==> config.mk <==
export PLATFORM = sky130hd
export DESIGN_NAME = dct16_row_sched_flat
export DESIGN_NICKNAME = d
export VERILOG_FILES = /design/src/rtl/dct16_row_sched_if.sv /design/src/rtl/dct16_row_sched.sv /design/src/flat_wrapper.sv
export SDC_FILE = /design/constraint.sdc
export NUM_CORES = 1
export LEC_CHECK = 0
export ABC_AREA = 0
export BUFFER_PORTS_ARGS = -buffer_cell sky130_fd_sc_hd__buf_2
export CORE_MARGIN = 8
export CORE_UTILIZATION = 59
export CTS_CLUSTER_SIZE = 25
export DETAILED_ROUTE_END_ITERATION = 12
export MAX_ROUTING_LAYER = met4
export PLACE_DENSITY = 0.91
export SYNTH_ARGS = -nofsm -noshare
export SYNTH_HDL_FRONTEND = slang
export SYNTH_SLANG_ARGS = --single-unit
==> constraint.sdc <==
create_clock -name clk -period 2.8 [get_ports clk]
set_input_delay 0.7 -clock clk [delete_from_list [all_inputs] [get_ports clk]]
set_output_delay 0.7 -clock clk [all_outputs]
set_load 0.05 [all_outputs]
==> src/rtl/dct16_row_sched_if.sv <==
// Row handshake and tagged-output bundle between the DCT row producer/consumer and dct16_row_sched.
interface dct16_row_sched_if #(
   parameter int unsigned ROWS = 16
);
   localparam int unsigned RW = $clog2(ROWS);

   logic          in_valid;
   logic          in_ready;
   logic          abort;
   logic          out_afull;
   logic          core_load;
   logic          out_valid;
   logic [RW-1:0] out_row;
   logic          out_first;
   logic          out_last;
   logic          blk_done;
   logic          busy;
   logic [15:0]   blk_cnt;

   modport master (
      output in_valid, abort, out_afull,
      input  in_ready, core_load, out_valid, out_row, out_first, out_last,
             blk_done, busy, blk_cnt
   );

   modport slave (
      input  in_valid, abort, out_afull,
      output in_ready, core_load, out_valid, out_row, out_first, out_last,
             blk_done, busy, blk_cnt
   );
endinterface

==> src/rtl/dct16_row_sched.sv <==
// Row admission and result tagging for the 16-point DCT core: a tag pipeline matched to the
// core latency labels every core output with row index, block-boundary flags and a done pulse.
module dct16_row_sched #(
   parameter int unsigned LATENCY = 6,
   parameter int unsigned ROWS    = 16
) (
   input logic               clk,
   input logic               rst,
   dct16_row_sched_if.slave  bus
);
   localparam int unsigned RW = $clog2(ROWS);

   typedef enum logic [1:0] {
      S_IDLE  = 2'd0,
      S_RUN   = 2'd1,
      S_DRAIN = 2'd2
   } state_e;

   state_e               state_q, state_d;
   logic [RW-1:0]        wr_row_q, wr_row_d;
   logic [LATENCY-1:0]   tv_q, tv_d;
   logic [LATENCY-1:0]   tf_q, tf_d;
   logic [LATENCY-1:0]   tl_q, tl_d;
   logic [RW-1:0]        tr_q [LATENCY];
   logic [RW-1:0]        tr_d [LATENCY];
   logic                 blk_done_q, blk_done_d;
   logic                 busy_q, busy_d;
   logic [15:0]          blk_cnt_q, blk_cnt_d;
   logic                 ready_c;
   logic                 load_c;
   logic                 last_pend_c;

   // Admission is purely a function of abort/back-pressure; the core cannot stall later.
   always_comb begin
      ready_c = !bus.abort && !bus.out_afull;
      load_c  = bus.in_valid && ready_c;
   end

   assign bus.in_ready  = ready_c;
   assign bus.core_load = load_c;

   // Tag pipeline shifts every cycle; the final stage is the registered output.
   always_comb begin
      tv_d = '0;
      tf_d = '0;
      tl_d = '0;
      for (int k = 0; k < int'(LATENCY); k++) begin
         tr_d[k] = '0;
      end
      tv_d[0] = load_c;
      tr_d[0] = wr_row_q;
      tf_d[0] = (wr_row_q == '0);
      tl_d[0] = (wr_row_q == RW'(ROWS - 1));
      for (int k = 1; k < int'(LATENCY); k++) begin
         tv_d[k] = tv_q[k-1];
         tr_d[k] = tr_q[k-1];
         tf_d[k] = tf_q[k-1];
         tl_d[k] = tl_q[k-1];
      end
      if (bus.abort) begin
         tv_d = '0;
      end
      blk_done_d = tv_d[LATENCY-1] && tl_d[LATENCY-1];
   end

   // A last-of-block tag still upstream of the output stage keeps DRAIN alive.
   always_comb begin
      last_pend_c = 1'b0;
      for (int k = 0; k < int'(LATENCY) - 1; k++) begin
         last_pend_c = last_pend_c | (tv_q[k] & tl_q[k]);
      end
   end

   // Block state, write row counter, completion counter and busy.
   always_comb begin
      state_d   = state_q;
      wr_row_d  = wr_row_q;
      blk_cnt_d = blk_cnt_q + 16'(blk_done_q);
      if (bus.abort) begin
         state_d  = S_IDLE;
         wr_row_d = '0;
      end else if (load_c) begin
         wr_row_d = wr_row_q + RW'(1);
         state_d  = (wr_row_q == RW'(ROWS - 1)) ? S_DRAIN : S_RUN;
      end else if (state_q == S_DRAIN && blk_done_q && !last_pend_c) begin
         state_d = S_IDLE;
      end
      busy_d = (state_d != S_IDLE) || (|tv_d);
   end

   always_ff @(posedge clk) begin
      if (rst) begin
         state_q    <= S_IDLE;
         wr_row_q   <= '0;
         tv_q       <= '0;
         tf_q       <= '0;
         tl_q       <= '0;
         for (int k = 0; k < int'(LATENCY); k++) begin
            tr_q[k] <= '0;
         end
         blk_done_q <= 1'b0;
         busy_q     <= 1'b0;
         blk_cnt_q  <= '0;
      end else begin
         state_q    <= state_d;
         wr_row_q   <= wr_row_d;
         tv_q       <= tv_d;
         tf_q       <= tf_d;
         tl_q       <= tl_d;
         for (int k = 0; k < int'(LATENCY); k++) begin
            tr_q[k] <= tr_d[k];
         end
         blk_done_q <= blk_done_d;
         busy_q     <= busy_d;
         blk_cnt_q  <= blk_cnt_d;
      end
   end

   assign bus.out_valid = tv_q[LATENCY-1];
   assign bus.out_row   = tr_q[LATENCY-1];
   assign bus.out_first = tf_q[LATENCY-1];
   assign bus.out_last  = tl_q[LATENCY-1];
   assign bus.blk_done  = blk_done_q;
   assign bus.busy      = busy_q;
   assign bus.blk_cnt   = blk_cnt_q;
endmodule
==> src/flat_wrapper.sv <==
// flat-port wrapper written by rule: the top's interface ports become plain ports
module dct16_row_sched_flat 
#(
   parameter int unsigned LATENCY = 6,
   parameter int unsigned ROWS    = 16
)
  (clk, rst, bus_in_valid, bus_abort, bus_out_afull, bus_in_ready, bus_core_load, bus_out_valid, bus_out_row, bus_out_first, bus_out_last, bus_blk_done, bus_busy, bus_blk_cnt);
  dct16_row_sched_if #(.ROWS(ROWS)) bus_i ();
  input logic clk;
  input logic rst;
  input wire logic [$bits(bus_i.in_valid)-1:0] bus_in_valid;
  input wire logic [$bits(bus_i.abort)-1:0] bus_abort;
  input wire logic [$bits(bus_i.out_afull)-1:0] bus_out_afull;
  output wire logic [$bits(bus_i.in_ready)-1:0] bus_in_ready;
  output wire logic [$bits(bus_i.core_load)-1:0] bus_core_load;
  output wire logic [$bits(bus_i.out_valid)-1:0] bus_out_valid;
  output wire logic [$bits(bus_i.out_row)-1:0] bus_out_row;
  output wire logic [$bits(bus_i.out_first)-1:0] bus_out_first;
  output wire logic [$bits(bus_i.out_last)-1:0] bus_out_last;
  output wire logic [$bits(bus_i.blk_done)-1:0] bus_blk_done;
  output wire logic [$bits(bus_i.busy)-1:0] bus_busy;
  output wire logic [$bits(bus_i.blk_cnt)-1:0] bus_blk_cnt;
  assign bus_i.in_valid = bus_in_valid;
  assign bus_i.abort = bus_abort;
  assign bus_i.out_afull = bus_out_afull;
  assign bus_in_ready = bus_i.in_ready;
  assign bus_core_load = bus_i.core_load;
  assign bus_out_valid = bus_i.out_valid;
  assign bus_out_row = bus_i.out_row;
  assign bus_out_first = bus_i.out_first;
  assign bus_out_last = bus_i.out_last;
  assign bus_blk_done = bus_i.blk_done;
  assign bus_busy = bus_i.busy;
  assign bus_blk_cnt = bus_i.blk_cnt;
  dct16_row_sched #(.LATENCY(LATENCY), .ROWS(ROWS)) u_core (.clk(clk), .rst(rst), .bus(bus_i));
endmodule
==> results.json <==
{
  "drive_gt1_share_pct": 21.4,
  "vias_per_cell": 4.95,
  "grt_max_degree": 36,
  "power_switching_share_pct": 19.5,
  "max_stage_delay_ns": 0.26,
  "final_nets": 252,
  "crit_path_end_kind": "output pin",
  "tns_ns": 0,
  "grt_overflow_total": 0,
  "hold_path_class": "reg -> reg",
  "critPathBufInv": 3,
  "drc": 0,
  "first_iter_violations": 56,
  "setup_violations": 0,
  "path_delay_family": "buffers and inverters",
  "power_density_nw_per_um2": 679,
  "cts-root-buf": "clkbuf_8",
  "crit_type": "in -> out",
  "p_clk_share_pct": 43.8,
  "ir_worst_vdd_uv": 318,
  "num_rows": 22,
  "coreArea_um2": 3610,
  "worstPathCellList": "buf_2, nor3b_2, buf_4, buf_2",
  "tritoncts": "done",
  "port_buffers": 31,
  "diodes": 0,
  "ant_nets": 0,
  "seqPwrFrac_pct": 53.9,
  "cpMaxStageDelayCell": "buf_2",
  "grt_pass1_vias": 1398,
  "ys_types": 34,
  "crit_top_cell": "buf_2",
  "gp_congestion": 0.770,
  "ios": 32,
  "finalNonFillerCells": 296,
  "wl_per_cell_um": 12.1,
  "synth-main-ff-cell": "dfxtp_1",
  "cts_resized": 0,
  "area_delta_synth_final_pct": 18.1,
  "cts_sinks": 66,
  "grt_first_pass_wirelength_mm": 5.95,
  "total_leakage_power_nw": 1.09,
  "yosysWarnings": 0,
  "synth_edf_count": 0,
  "skew_ns": 0.00403,
  "intPower_mw": 1.42,
  "die_x_um": 77.0,
  "avgSynthCellArea_um2": 10.6,
  "dr_total_vias": 1466,
  "ys_async_sr_fraction_pct": 0,
  "cp_data_required_time_ns": 2.10,
  "numCtsBuffers": 9,
  "fmax_mhz": 474,
  "status": "completed",
  "fin_crit_ns": 2.11,
  "die_area_um2": 5920,
  "postCtsHoldBufs": 0,
  "cts_setup_buffers": 0,
  "die_y_um": 77.0,
  "synth_area_um2": 2190,
  "max_slew_margin_pct": 73.8,
  "drv_cap": 0,
  "drtPass1Iterations": 4,
  "wl_mm": 3.58,
  "crit_arrival_ns": 1.41,
  "path_max_fanout": 8,
  "cts_max_level": 3,
  "clk_latency_ns": 0.32,
  "clk_pin_slew_ns": 0.06,
  "syn_nets": 216,
  "yosysSeqAreaShare_pct": 60.2,
  "synth-seq-cells": 66,
  "antenna_found_initial": 0,
  "grt_setup_unrepaired": "false",
  "maxSlewViolCount": 0,
  "dp_cells": 280,
  "startpoint_type": "input pin",
  "fin_crit_sh_pct": 75.4,
  "syn_inst": 207,
  "grt_usage_pct": 12.8,
  "power.switching_uw": 342,
  "worst_pin_slew_ns": 0.393,
  "clock_path_buffers": 2,
  "hold_viol": 0,
  "combinationalPowerShare_pct": 2.3,
  "start_util_pct": 60.8,
  "dp_hpwl_mm": 2.42
}
==> cell usage after synthesis (2+ instances only) <==
library cell	n	area share, %
nor2b_1	38	11
inv_1	2	0.34
dfxtp_1	66	60
xor2_1	7	2.8
nor3_1	2	0.46
a22oi_1	2	0.68
nor3b_2	2	1.1
or3_1	2	0.57
and2_1	5	1.4
nand3_1	7	1.6
nor2_1	23	3.9
and3_1	3	0.86
xnor2_1	6	2.4
ha_1	4	2.3
nand2_1	5	0.86
a21oi_1	5	1.1
clkbuf_1	5	0.86
o21ai_1	2	0.46
buf_1	2	0.34
nand4_1	5	1.4
==> metrics by stage <==
step	total power [mW]	setup WS [ns]	hold WS [ns]	area [um2]	utilization, %
final	1.76	0.689	0.431	2590	71.8
after global placement	1.01	0.686	0.416	2390	66.3
after detailed placement	1.01	0.684	0.424	2390	66.3
after global routing	1.82	0.635	0.450	2590	71.8
after floorplan	0.997	0.533	0.414	2190	-
after CTS	1.78	0.684	0.435	2590	71.8
==> flip-flops by register name, summed over array words and instances (netlist names) <==
| register | cells |
|---|---|
| u_core.tf_q | 6 |
| u_core.bus.busy | 1 |
| u_core.bus.blk_done | 1 |
| u_core.state_q | 2 |
| u_core.tr_q | 24 |
| u_core.tv_q | 6 |
| u_core.bus.blk_cnt | 16 |
| u_core.tl_q | 6 |
| u_core.wr_row_q | 4 |
==> metal layers <==
metal  GRT usage, %  vias to the layer above  wire, um
met1           13.1                      671      1620
met4           6.04                        0        36
li1               -                      749         -
met3           7.34                        4       261
met2           19.5                       42      1660
met5              -                        -         0
==> cells in the final DEF, fill, tap and decap left out, drive strengths merged <==
master	netlist	final
nand2	6	6
nor3	2	2
buf	3	33
nand4	6	6
nor2b	38	38
nor2	23	23
or3	2	2
dfxtp	66	66
nand3	7	7
nor4	1	1
clkbuf	5	14
a31oi	1	1
mux2	1	1
nor4b	1	1
inv	2	2
nand3b	1	1
and2	5	5
or2	1	1
clkinv	0	1
a21oi	5	5
or4b	1	1
nor3b	2	2
ha	4	4
a22oi	2	2
and4	1	1
mux2i	1	1
xor2	7	7
xnor2	6	6
o41ai	1	1
bufinv	0	1
and3	4	4
o21ai	2	2
==> power by group through the flow <==
stage,Clock [mW],Combinational (mW),Sequential (mW)
6_report,0.771,0.0404,0.947
5_1_grt,0.833,0.0440,0.946
4_1_cts,0.795,0.0407,0.947
3_3_place_gp,0,0.0398,0.967
2_1_floorplan,0,0.0270,0.970
3_5_place_dp,0,0.0405,0.967
==> kinds of logic after synthesis <==
group	after synthesis	share of synthesized area [%]
adder cells (fa/ha/maj)	4	2.28
XOR/XNOR	13	5.19
buffers and inverters	10	1.77
multiplexers	2	0.970
AO/OA/AOI/OAI	11	2.97
flip-flops	66	60.2
AND/OR/NAND/NOR	101	26.6
==> final timing paths <==
check | slack, ns | end | start | cells past startpoint
min | 0.43 | u_core.tr_q[0][11]$_SDFF_PP0_ | u_core.tr_q[0][7]$_SDFF_PP0_ | 1
max reg2reg | 0.98 | u_core.bus.blk_cnt[14]$_SDFF_PP0_ | u_core.bus.blk_done$_SDFF_PP0_ | 6
max | 0.69 | bus_core_load | bus_abort | 4
min reg2reg | 0.43 | u_core.tr_q[0][11]$_SDFF_PP0_ | u_core.tr_q[0][7]$_SDFF_PP0_ | 1
==> cell type report <==
| type | instances | area [um2] |
|---|---|---|
| sequential | 66 | 1320 |
| fill | 279 | 1020 |
| multi-input combinational | 131 | 833 |
| timing repair buffer | 33 | 170 |
| clock buffer | 14 | 163 |
| tap | 48 | 60.1 |
| clock inverter | 2 | 35.0 |
| inverter | 2 | 7.51 |
Note: power is estimated with default switching activity, not from simulation.
